==> src/rtl/t_ctrl_wrback_pkg.sv <==
// Shared processor definitions used by the write-back stage.
//   CTRL_REG   : register-write descriptor {we, addr[6:0], src[1:0]}
//   wb_src_e   : write-data source select carried in CTRL_REG.src
//   wb_dest_e  : destination class decoded from a 7-bit write address
//   wb_decode  : address-map decode helper
package proc_defines;

  typedef struct packed {
    logic       we;
    logic [6:0] addr;
    logic [1:0] src;
  } CTRL_REG;

  typedef enum logic [1:0] {
    SRC_ALU  = 2'b00,
    SRC_DMEM = 2'b01,
    SRC_WREG = 2'b10,
    SRC_IMM  = 2'b11
  } wb_src_e;

  typedef enum logic [2:0] {
    DEST_DREG    = 3'd0,
    DEST_WPAR    = 3'd1,
    DEST_RADDR   = 3'd2,
    DEST_SFR     = 3'd3,
    DEST_ILLEGAL = 3'd4
  } wb_dest_e;

  // Address map: addr[6:5] selects data regs / wave params; the 100xxxx
  // window holds the SFRs with its top slot reserved for the jump address.
  localparam logic [1:0] ADDR_DREG     = 2'b00;
  localparam logic [1:0] ADDR_WPAR     = 2'b01;
  localparam logic [6:0] ADDR_RADDR    = 7'b1001111;
  localparam logic [6:0] ADDR_SFR_BASE = 7'b1000000;
  localparam logic [2:0] WP_IDX_MAX    = 3'd5;
  localparam int         WP_ENTRY_W    = 35;

  function automatic wb_dest_e wb_decode(input logic [6:0] addr);
    wb_dest_e d;
    if (addr[6:5] == ADDR_DREG)                 d = DEST_DREG;
    else if (addr[6:5] == ADDR_WPAR)            d = DEST_WPAR;
    else if (addr == ADDR_RADDR)                d = DEST_RADDR;
    else if (addr[6:4] == ADDR_SFR_BASE[6:4])   d = DEST_SFR;
    else                                        d = DEST_ILLEGAL;
    return d;
  endfunction

endpackage

==> src/rtl/t_ctrl_wrback_fifo.sv <==
// Wave-parameter write FIFO.
//   clk_i, rst_ni : clock, async active-low reset (clears pointers only)
//   push_i/data_i : write request; accepted when not full, or when full
//                   and a pop happens in the same cycle
//   pop_i         : remove head (ignored when empty)
//   data_o        : head entry, valid while !empty_o
//   empty_o/full_o/count_o : occupancy status
module t_wrb_fifo #(
  parameter int DEPTH = 4,
  parameter int WIDTH = 35
) (
  input  logic                       clk_i,
  input  logic                       rst_ni,
  input  logic                       push_i,
  input  logic [WIDTH-1:0]           data_i,
  input  logic                       pop_i,
  output logic [WIDTH-1:0]           data_o,
  output logic                       empty_o,
  output logic                       full_o,
  output logic [$clog2(DEPTH):0]     count_o
);

  localparam int AW = $clog2(DEPTH);

  logic [WIDTH-1:0] mem [DEPTH];
  logic [AW:0]      wptr_q, rptr_q;
  logic             do_push, do_pop;

  // Pointers carry one extra wrap bit: equal low bits with differing MSB
  // means full, identical pointers mean empty.
  assign empty_o = (wptr_q == rptr_q);
  assign full_o  = (wptr_q[AW] != rptr_q[AW]) && (wptr_q[AW-1:0] == rptr_q[AW-1:0]);
  assign count_o = wptr_q - rptr_q;
  assign data_o  = mem[rptr_q[AW-1:0]];

  assign do_pop  = pop_i & ~empty_o;
  assign do_push = push_i & (~full_o | do_pop);

  always_ff @(posedge clk_i or negedge rst_ni) begin
    if (!rst_ni) begin
      wptr_q <= '0;
      rptr_q <= '0;
    end else begin
      if (do_push) wptr_q <= wptr_q + 1'b1;
      if (do_pop)  rptr_q <= rptr_q + 1'b1;
    end
  end

  always_ff @(posedge clk_i) begin
    if (do_push) mem[wptr_q[AW-1:0]] <= data_i;
  end

endmodule

==> src/rtl/t_ctrl_wrback.sv <==
// Write-back (WR) stage controller.
//   x2_reg_i / x2_*_dt_i : X2-stage write descriptor and candidate data
//   stall_i              : X2 held; WR is loaded with a bubble
//   wr_reg_o/wr_reg_dt_o : WR-stage descriptor and data (for forwarding)
//   dreg_* / raddr_* / sfr_* : single-cycle write strobes per destination
//   wp_*                 : wave-parameter stream out of a small FIFO
//   wp_full_o/wp_busy_o  : back-pressure and pending-write status
//   err_o                : one-cycle pulse on illegal or dropped write
// Handshake on wp_*: an entry transfers on a rising edge where
// wp_valid_o & wp_ready_i; while wp_valid_o & !wp_ready_i the index and
// data stay stable, and wp_valid_o never drops without a transfer except
// on reset.
module t_ctrl_wrback
  import proc_defines::*;
#(
  parameter int WP_DEPTH = 4
) (
  input  logic        clk_i,
  input  logic        rst_ni,
  input  CTRL_REG     x2_reg_i,
  input  logic [31:0] x2_alu_dt_i,
  input  logic [31:0] x2_dmem_dt_i,
  input  logic [31:0] x2_wreg_dt_i,
  input  logic [31:0] x2_imm_dt_i,
  input  logic        stall_i,
  output CTRL_REG     wr_reg_o,
  output logic [31:0] wr_reg_dt_o,
  output logic        dreg_we_o,
  output logic [4:0]  dreg_addr_o,
  output logic [31:0] dreg_dt_o,
  output logic        raddr_we_o,
  output logic [15:0] raddr_dt_o,
  output logic        sfr_we_o,
  output logic [3:0]  sfr_addr_o,
  output logic [31:0] sfr_dt_o,
  output logic        wp_valid_o,
  input  logic        wp_ready_i,
  output logic [2:0]  wp_idx_o,
  output logic [31:0] wp_dt_o,
  output logic        wp_full_o,
  output logic        wp_busy_o,
  output logic        err_o
);

  localparam int                WP_AW     = $clog2(WP_DEPTH);
  localparam logic [WP_AW:0]    CNT_EARLY = (WP_AW + 1)'(WP_DEPTH - 1);

  CTRL_REG                 wr_q;
  logic [31:0]             wr_dt_q;
  logic [31:0]             x2_dt;
  wb_dest_e                dest;
  logic                    wave_wr, wp_push, wp_pop, wp_drop, wp_bad_idx, illegal;
  logic [2:0]              wr_idx;
  logic [WP_ENTRY_W-1:0]   fifo_head;
  logic                    fifo_empty, fifo_full;
  logic [WP_AW:0]          fifo_count;

  always_comb begin
    x2_dt = x2_alu_dt_i;
    case (wb_src_e'(x2_reg_i.src))
      SRC_ALU:  x2_dt = x2_alu_dt_i;
      SRC_DMEM: x2_dt = x2_dmem_dt_i;
      SRC_WREG: x2_dt = x2_wreg_dt_i;
      SRC_IMM:  x2_dt = x2_imm_dt_i;
      default:  x2_dt = x2_alu_dt_i;
    endcase
  end

  // A stalled X2 presents the same instruction again next cycle, so the
  // stalled copies enter WR as bubbles and only the final one writes.
  always_ff @(posedge clk_i or negedge rst_ni) begin
    if (!rst_ni) begin
      wr_q    <= '0;
      wr_dt_q <= '0;
    end else begin
      wr_q.we   <= x2_reg_i.we & ~stall_i;
      wr_q.addr <= x2_reg_i.addr;
      wr_q.src  <= x2_reg_i.src;
      wr_dt_q   <= x2_dt;
    end
  end

  assign dest   = wb_decode(wr_q.addr);
  assign wr_idx = wr_q.addr[2:0];

  assign wr_reg_o    = wr_q;
  assign wr_reg_dt_o = wr_dt_q;

  assign dreg_we_o   = wr_q.we & (dest == DEST_DREG);
  assign dreg_addr_o = wr_q.addr[4:0];
  assign dreg_dt_o   = wr_dt_q;

  assign raddr_we_o  = wr_q.we & (dest == DEST_RADDR);
  assign raddr_dt_o  = wr_dt_q[15:0];

  assign sfr_we_o    = wr_q.we & (dest == DEST_SFR);
  assign sfr_addr_o  = wr_q.addr[3:0];
  assign sfr_dt_o    = wr_dt_q;

  assign wave_wr    = wr_q.we & (dest == DEST_WPAR);
  assign wp_push    = wave_wr & (wr_idx <= WP_IDX_MAX);
  assign wp_bad_idx = wave_wr & (wr_idx > WP_IDX_MAX);
  assign illegal    = wr_q.we & (dest == DEST_ILLEGAL);
  assign wp_pop     = wp_valid_o & wp_ready_i;
  // Full implies non-empty, so a pop this cycle always frees a slot.
  assign wp_drop    = wp_push & fifo_full & ~wp_pop;

  t_wrb_fifo #(
    .DEPTH (WP_DEPTH),
    .WIDTH (WP_ENTRY_W)
  ) u_fifo (
    .clk_i   (clk_i),
    .rst_ni  (rst_ni),
    .push_i  (wp_push),
    .data_i  ({wr_idx, wr_dt_q}),
    .pop_i   (wp_pop),
    .data_o  (fifo_head),
    .empty_o (fifo_empty),
    .full_o  (fifo_full),
    .count_o (fifo_count)
  );

  assign wp_valid_o = ~fifo_empty;
  // Memory is not reset; mask the head so idle outputs read as zero.
  assign wp_idx_o   = wp_valid_o ? fifo_head[34:32] : 3'd0;
  assign wp_dt_o    = wp_valid_o ? fifo_head[31:0]  : 32'd0;
  // Raised one entry early so the write already sitting in WR still fits.
  assign wp_full_o  = (fifo_count >= CNT_EARLY);
  assign wp_busy_o  = ~fifo_empty | wave_wr;
  assign err_o      = illegal | wp_bad_idx | wp_drop;

endmodule

==> config.mk <==
export PLATFORM = sky130hd
export DESIGN_NAME = t_ctrl_wrback
export DESIGN_NICKNAME = d
export VERILOG_FILES = /design/src/rtl/t_ctrl_wrback_pkg.sv /design/src/rtl/t_ctrl_wrback_fifo.sv /design/src/rtl/t_ctrl_wrback.sv
export SDC_FILE = /design/constraint.sdc
export NUM_CORES = 1
export LEC_CHECK = 0
export CELL_PAD_IN_SITES_DETAIL_PLACEMENT = 1
export CELL_PAD_IN_SITES_GLOBAL_PLACEMENT = 2
export CORE_UTILIZATION = 30
export CTS_CLUSTER_DIAMETER = 150
export DETAILED_ROUTE_END_ITERATION = 8
export MAX_ROUTING_LAYER = met4
export PLACE_DENSITY = 0.86
export REMOVE_ABC_BUFFERS = 1
export SLEW_MARGIN = 20
export SYNTH_ARGS = -nofsm -noshare
export SYNTH_HDL_FRONTEND = slang
export SYNTH_SLANG_ARGS = --single-unit
==> constraint.sdc <==
create_clock -name clk_i -period 3.05 [get_ports clk_i]
set_input_delay 0.7625 -clock clk_i [delete_from_list [all_inputs] [get_ports clk_i]]
set_output_delay 0.7625 -clock clk_i [all_outputs]
set_load 0.005 [all_outputs]
Word level (Yosys, flattened, before mapping)
Memory sizes are Yosys's and may differ from the RTL's.
Index checks and enable logic that the tools add are counted.
- bits in registers: 48
- bits in writable memories: 140
- output and inout bits: 173
- memories kept: 1
- add/sub/neg operators: 3
- $lt $le $gt $ge: 3
- equal/unequal tests: 13
- mux-type cells: 9
- bitwise logic cells: 21
- reduce and logical (&&, ||, !) cells: 4
- memory list (memory ; depth ; width ; rd ports ; clocked after memory_dff ; write ports ; line ; RTL):
    u_fifo.mem ; 4 ; 35 ; 1 ; 0 ; 1 ; t_ctrl_wrback_fifo.sv:25 ; logic [WIDTH-1:0] mem [DEPTH];
- operator list (kind ; number):
    case mux 32 bit (4 select lines) ; 1
    2-to-1 mux 32 bit ; 1
    2-to-1 mux 3 bit ; 5
    AND 1 bit ; 13
    equality test 7 bit, second input constant ; 1
    adder 3 x 1 -> 3 bit, second input constant ; 2
    equality test 3 x 2 -> 1 bit, second input constant ; 2
    equality test 3 bit, second input constant ; 2
    equality test 2 x 1 -> 1 bit, second input constant ; 2
    equality test 2 bit, second input constant ; 2
    zero test 2 bit ; 2
    inverter 1 bit ; 4
    OR 1 bit ; 4
    equality test 3 x 1 -> 1 bit, second input constant ; 1
    equality test 3 bit ; 1
    >= comparator 3 x 2 -> 1 bit, second input constant ; 1
    greater-than comparator 3 bit, second input constant ; 1
    <= comparator 3 bit, second input constant ; 1
    zero test 3 bit ; 1
    subtractor 3 bit ; 1
    equality test 2 bit ; 1
    2-to-1 mux 1 bit ; 2
    logical AND 1 bit ; 1
    != test 1 bit ; 1

Logic depth before layout (Yosys ltp)
- depth after elaboration: 11
- gate-level depth with buffers: 8

Cells and area by module
From an unflattened synthesis, not the netlist that was laid out.
- cells, all modules: 455
- area total of the unflattened synthesis: 8411.8 um2
- by module, submodules not included (module ; times used ; cells each ; area each (um2) ; sequential area each (um2)):
    t_wrb_fifo ; 1 ; 229 ; 5504.0 ; 4354.2
    t_ctrl_wrback ; 1 ; 226 ; 2907.8 ; 1051.0

Least setup slack after synthesis
Ideal clock, no wire load.
- kind: register to register
- start point: register u_fifo.rptr_q[1]
- end point: memory u_fifo.mem[0][0] (enable)
- setup time: 376 ps
- arrival: 2244 ps
- path slack: 429 ps
- cell stages (with the launch flop): 8
- buffers on the path: 2
- clock period less this slack: 2621 ps
- cell sequence: dfrtp_1 buf_2 buf_2 inv_1 ha_1 and3b_4 a211oi_4 and2_2
- word-level cells in the longest chain between the ends: 8
- elaborated cells between the ends (all ways): 11
- classes of those cells: 2 x eq/ne; 2 x mux; 6 x bitwise; 1 x reduce/logical
- RTL lines (element ; line ; RTL):
    start, declared ; t_ctrl_wrback_fifo.sv:26 ; logic [AW:0] wptr_q, rptr_q;
    start signal, assigned ; t_ctrl_wrback_fifo.sv:45 ; if (do_pop) rptr_q <= rptr_q + 1'b1;
    equality test 3 bit ; t_ctrl_wrback_fifo.sv:31 ; assign empty_o = (wptr_q == rptr_q);
    inverter 1 bit ; t_ctrl_wrback_fifo.sv:36, t_ctrl_wrback.sv:123 ;
    AND 1 bit ; t_ctrl_wrback.sv:104 ; assign wp_pop = wp_valid_o & wp_ready_i;
    AND 1 bit ; t_ctrl_wrback_fifo.sv:36 ; assign do_pop = pop_i & ~empty_o;
    OR 1 bit * ; t_ctrl_wrback_fifo.sv:37 ; assign do_push = push_i & (~full_o | do_pop);
    AND 1 bit * ; t_ctrl_wrback_fifo.sv:37 ;
    2-to-1 mux 1 bit * ; t_ctrl_wrback_fifo.sv:50 ; if (do_push) mem[wptr_q[AW-1:0]] <= data_i;
    2-to-1 mux 1 bit (implied by the code) * ; t_ctrl_wrback_fifo.sv:50 ;
    end, declared ; t_ctrl_wrback_fifo.sv:25 ;
Every way passes the cells marked *; elsewhere a longest branch is shown, timed or not.

Worst setup path in the final report
- start point: register u_fifo.rptr_q[0]
- end point: output wp_valid_o
- word-level cells in the longest chain between the ends: 2
- RTL lines (element ; line ; RTL):
    equality test 3 bit ; t_ctrl_wrback_fifo.sv:31 ;
    inverter 1 bit ; t_ctrl_wrback.sv:123 ; assign wp_valid_o = ~fifo_empty;
    end, declared ; t_ctrl_wrback.sv:36 ; output logic wp_valid_o,
No other way between the ends.

==> results.sh <==
export IMPL_multiInputGateArea_um2=2130
export IMPL_diodes=0
export IMPL_cts_buffers=17
export IMPL_p_leak_nw=4.55
export IMPL_ir_worst_vdd_v=0.000323
export IMPL_worst_pin_slew_ns=0.402
export IMPL_fin_crit_sh_pct=94.0
export IMPL_grt_pass1_vias=5225
export IMPL_netlist_instances=446
export IMPL_dr_total_vias=4837
export IMPL_grt_first_pass_wirelength_um=31100
export IMPL_clock_sinks=188
export IMPL_synth_flop_cell="edfxtp_1"
export IMPL_nNetsFinal=841
export IMPL_vias_per_cell=4.50
export IMPL_grt_max_degree=49
export IMPL_grt_total_usage_pct=15.5
export IMPL_yosysTopAreaCell="edfxtp_1"
export IMPL_wire_per_inst_um=19.6
export IMPL_h_tree_depth=4
export IMPL_setup_violations=0
export IMPL_worstSetupEndpointType="output port"
export IMPL_ys_ff_latch=188
export IMPL_path_clk_slew_ns=0.08
export IMPL_slew_violations=0
export IMPL_place_congestion=0.723
export IMPL_ios=315
export IMPL_seqCellArea_um2=5410
export IMPL_synthArstFlopShare_pct=25.5
export IMPL_synth_enable_flop_cells=140
export IMPL_fmax_mhz=349
export IMPL_slew_headroom_pct=73.2
export IMPL_worstPathMaxFanout=19
export IMPL_netlist_area_um2=8310
export IMPL_dieArea_um2=28400
export IMPL_ys_seq_area_share_pct=65.0
export IMPL_synth_area_leaders="edfxtp_1 51%, mux4_2 18%, dfrtp_1 14%, buf_4 8.3%, and2_1 2.7%"
export IMPL_dpl_hpwl_um=14700
export IMPL_fin_area_um2=12100
export IMPL_fin_crit_ns=2.87
export IMPL_synthDistinctLibCells=31
export IMPL_clockBufferDepth=2
export IMPL_status="finished clean"
export IMPL_hold_class="in2async"
export IMPL_hold_violations=0
export IMPL_ys_warn_count=0
export IMPL_dp_slack_ns=0.0777
export IMPL_drc=0
export IMPL_fp_dieH_um=168
export IMPL_nFillCells=2643
export IMPL_overflow=0
export IMPL_drtIter0Drc=193
export IMPL_clock_latency_ns=0.42
export IMPL_rsz0062_at_grt="no"
export IMPL_area_delta_synth_final_pct=45.9
export IMPL_placed_area_um2=11300
export IMPL_die_x_um=168
export IMPL_final_layout_size_suffix_gt1_share_pct=19.5
export IMPL_fin_ws_ns=0.182
export IMPL_wl_um=21100
export IMPL_first_pass_iters=4
export IMPL_startpoint_type="register"
export IMPL_syn_avg_cell_area_um2=18.6
export IMPL_rows=60
export IMPL_cts_tree="yes"
export IMPL_ant_nets=0
export IMPL_cp_data_arrival_time_ns=2.11
export IMPL_cts_hold_buf=0
export IMPL_initial_core_util_pct=30.7
export IMPL_cts_root_buf="clkbuf_16"
export IMPL_crit_type="reg2out"
export IMPL_fp_coreArea_um2=27100
export IMPL_antenna_found_initial=0
export IMPL_powerDensity_nw_per_um2=700
export IMPL_synth_top_area_share_pct=50.6
export IMPL_cap_violations=0
export IMPL_critPathRequiredTime_ns=2.29
export IMPL_portBuffers=314
export IMPL_fin_worst_skew_ns=0.0128
[worst paths after layout]
check,endpoint,slack [ns],depth (start not counted),from
min reg2reg,u_fifo.rptr_q[2]$_DFFE_PN0P_,0.56,1,u_fifo.rptr_q[2]$_DFFE_PN0P_
max reg2reg,u_fifo.mem[1][24]$_DFFE_PP_,0.76,5,u_fifo.rptr_q[0]$_DFFE_PN0P_
min,dreg_dt_o[7]$_DFF_PN0_,0.33,2,rst_ni
max in group asynchronous,u_fifo.rptr_q[0]$_DFFE_PN0P_,2.44,2,rst_ni
min in group clk_i,u_fifo.rptr_q[2]$_DFFE_PN0P_,0.56,1,u_fifo.rptr_q[2]$_DFFE_PN0P_
max,wp_valid_o,0.18,4,u_fifo.rptr_q[0]$_DFFE_PN0P_
[layout make-up]
class / count / area share [%]
clock buffers: 19 / 3.65
inverters: 5 / 0.155
clock inverters: 13 / 1.09
flip-flops and latches: 188 / 44.6
well taps: 372 / 3.84
repair buffers: 335 / 29.0
multi-input cells: 144 / 17.6
[registers in the layout, indices dropped and copies added, names as in the netlist]
register and count:
u_fifo.rptr_q 3, u_fifo.mem 140, wr_reg_o 5, dreg_addr_o 5, u_fifo.wptr_q 3, dreg_dt_o 32
[Yosys cell counts (2+ instances only)]
library cell	number
buf_4	92
ha_1	7
nand2_1	3
xor2_1	2
o21ai_0	2
buf_6	4
clkbuf_1	2
and2_2	3
xnor2_1	5
buf_2	11
edfxtp_1	140
dfrtp_1	48
and2_1	36
nand3_1	3
nor2_1	2
inv_1	5
mux4_2	67
[placed cells by master (no fill, tap or decap), drive strengths merged]
master	synthesis	layout
mux4	67	67
nor2	2	2
o21ai	2	2
fa	1	1
edfxtp	140	140
inv	5	9
dlymetal6s2s	0	36
a21o	1	1
xnor2	5	5
a31oi	1	1
nand4	1	1
nor2b	1	1
nor3b	1	1
dfrtp	48	48
clkbuf	2	20
nand3b	1	1
a211oi	1	1
and3b	1	1
and2	40	40
clkinv	0	9
nand4bb	1	1
buf	107	23
xor2	2	2
nand2	4	4
mux2	1	1
ha	7	7
dlygate4sd2	0	1
a21oi	1	1
nand3	3	3
clkdlybuf4s50	0	274
[metrics by stage]
stage,hold slack [ns],utilization (%),TNS [ns],power [mW],cells
6_report,0.334,44.7,0,8.49,1076
2_1_floorplan,0.467,-,-73.91,4.43,337
3_3_place_gp,0.518,41.9,0,6.32,1042
3_5_place_dp,0.524,41.9,0,6.35,1042
4_1_cts,0.323,44.3,-1.15,8.71,1075
5_1_grt,0.337,44.7,0,8.95,1076
[report_power, final]
| part | switching (mW) | total, mW | internal (mW) |
|---|---|---|---|
| clock network | 1.03 | 2.14 | 1.11 |
| registers | 0.182 | 3.10 | 2.92 |
| logic | 1.22 | 3.24 | 2.02 |
[cells by family (layout without fill, tap and decap cells)]
kind of cell / count (synthesis) / in the layout / synth area share [%]
adder cells (fa/ha/maj): 8 / 8 / 1.29
XOR/XNOR: 7 / 7 / 0.738
buffers and inverters: 114 / 372 / 9.83
AO/OA/AOI/OAI: 6 / 6 / 0.587
flip-flops: 188 / 188 / 65.0
AND/OR/NAND/NOR: 55 / 55 / 4.19
multiplexers: 68 / 68 / 18.3
[layer usage]
layer | GRT usage (%) | vias to the layer above | share of wire (%)
met5 | - | - | 0
met2 | 26.1 | 218 | 51
met1 | 18.5 | 2493 | 41
met4 | 5.10 | 0 | 1.4
li1 | - | 2109 | -
met3 | 3.25 | 17 | 5.7
[timing repair]
| action | in CTS | in global routing |
|---|---|---|
| buffers inserted | 0 | 0 |
| endpoints found under the setup margin | 37 | 36 |
| gates cloned | 1 | 1 |
| resized for setup | 9 | 39 |
[worst max-delay path, cell delays in order, from the launching register on]
cell,delay [ns]
dfrtp_4,0.56
ha_4,0.29
nand3_4,0.13
buf_16,0.17
clkdlybuf4s50_1,0.52
Power figures use the tool's default switching activity.
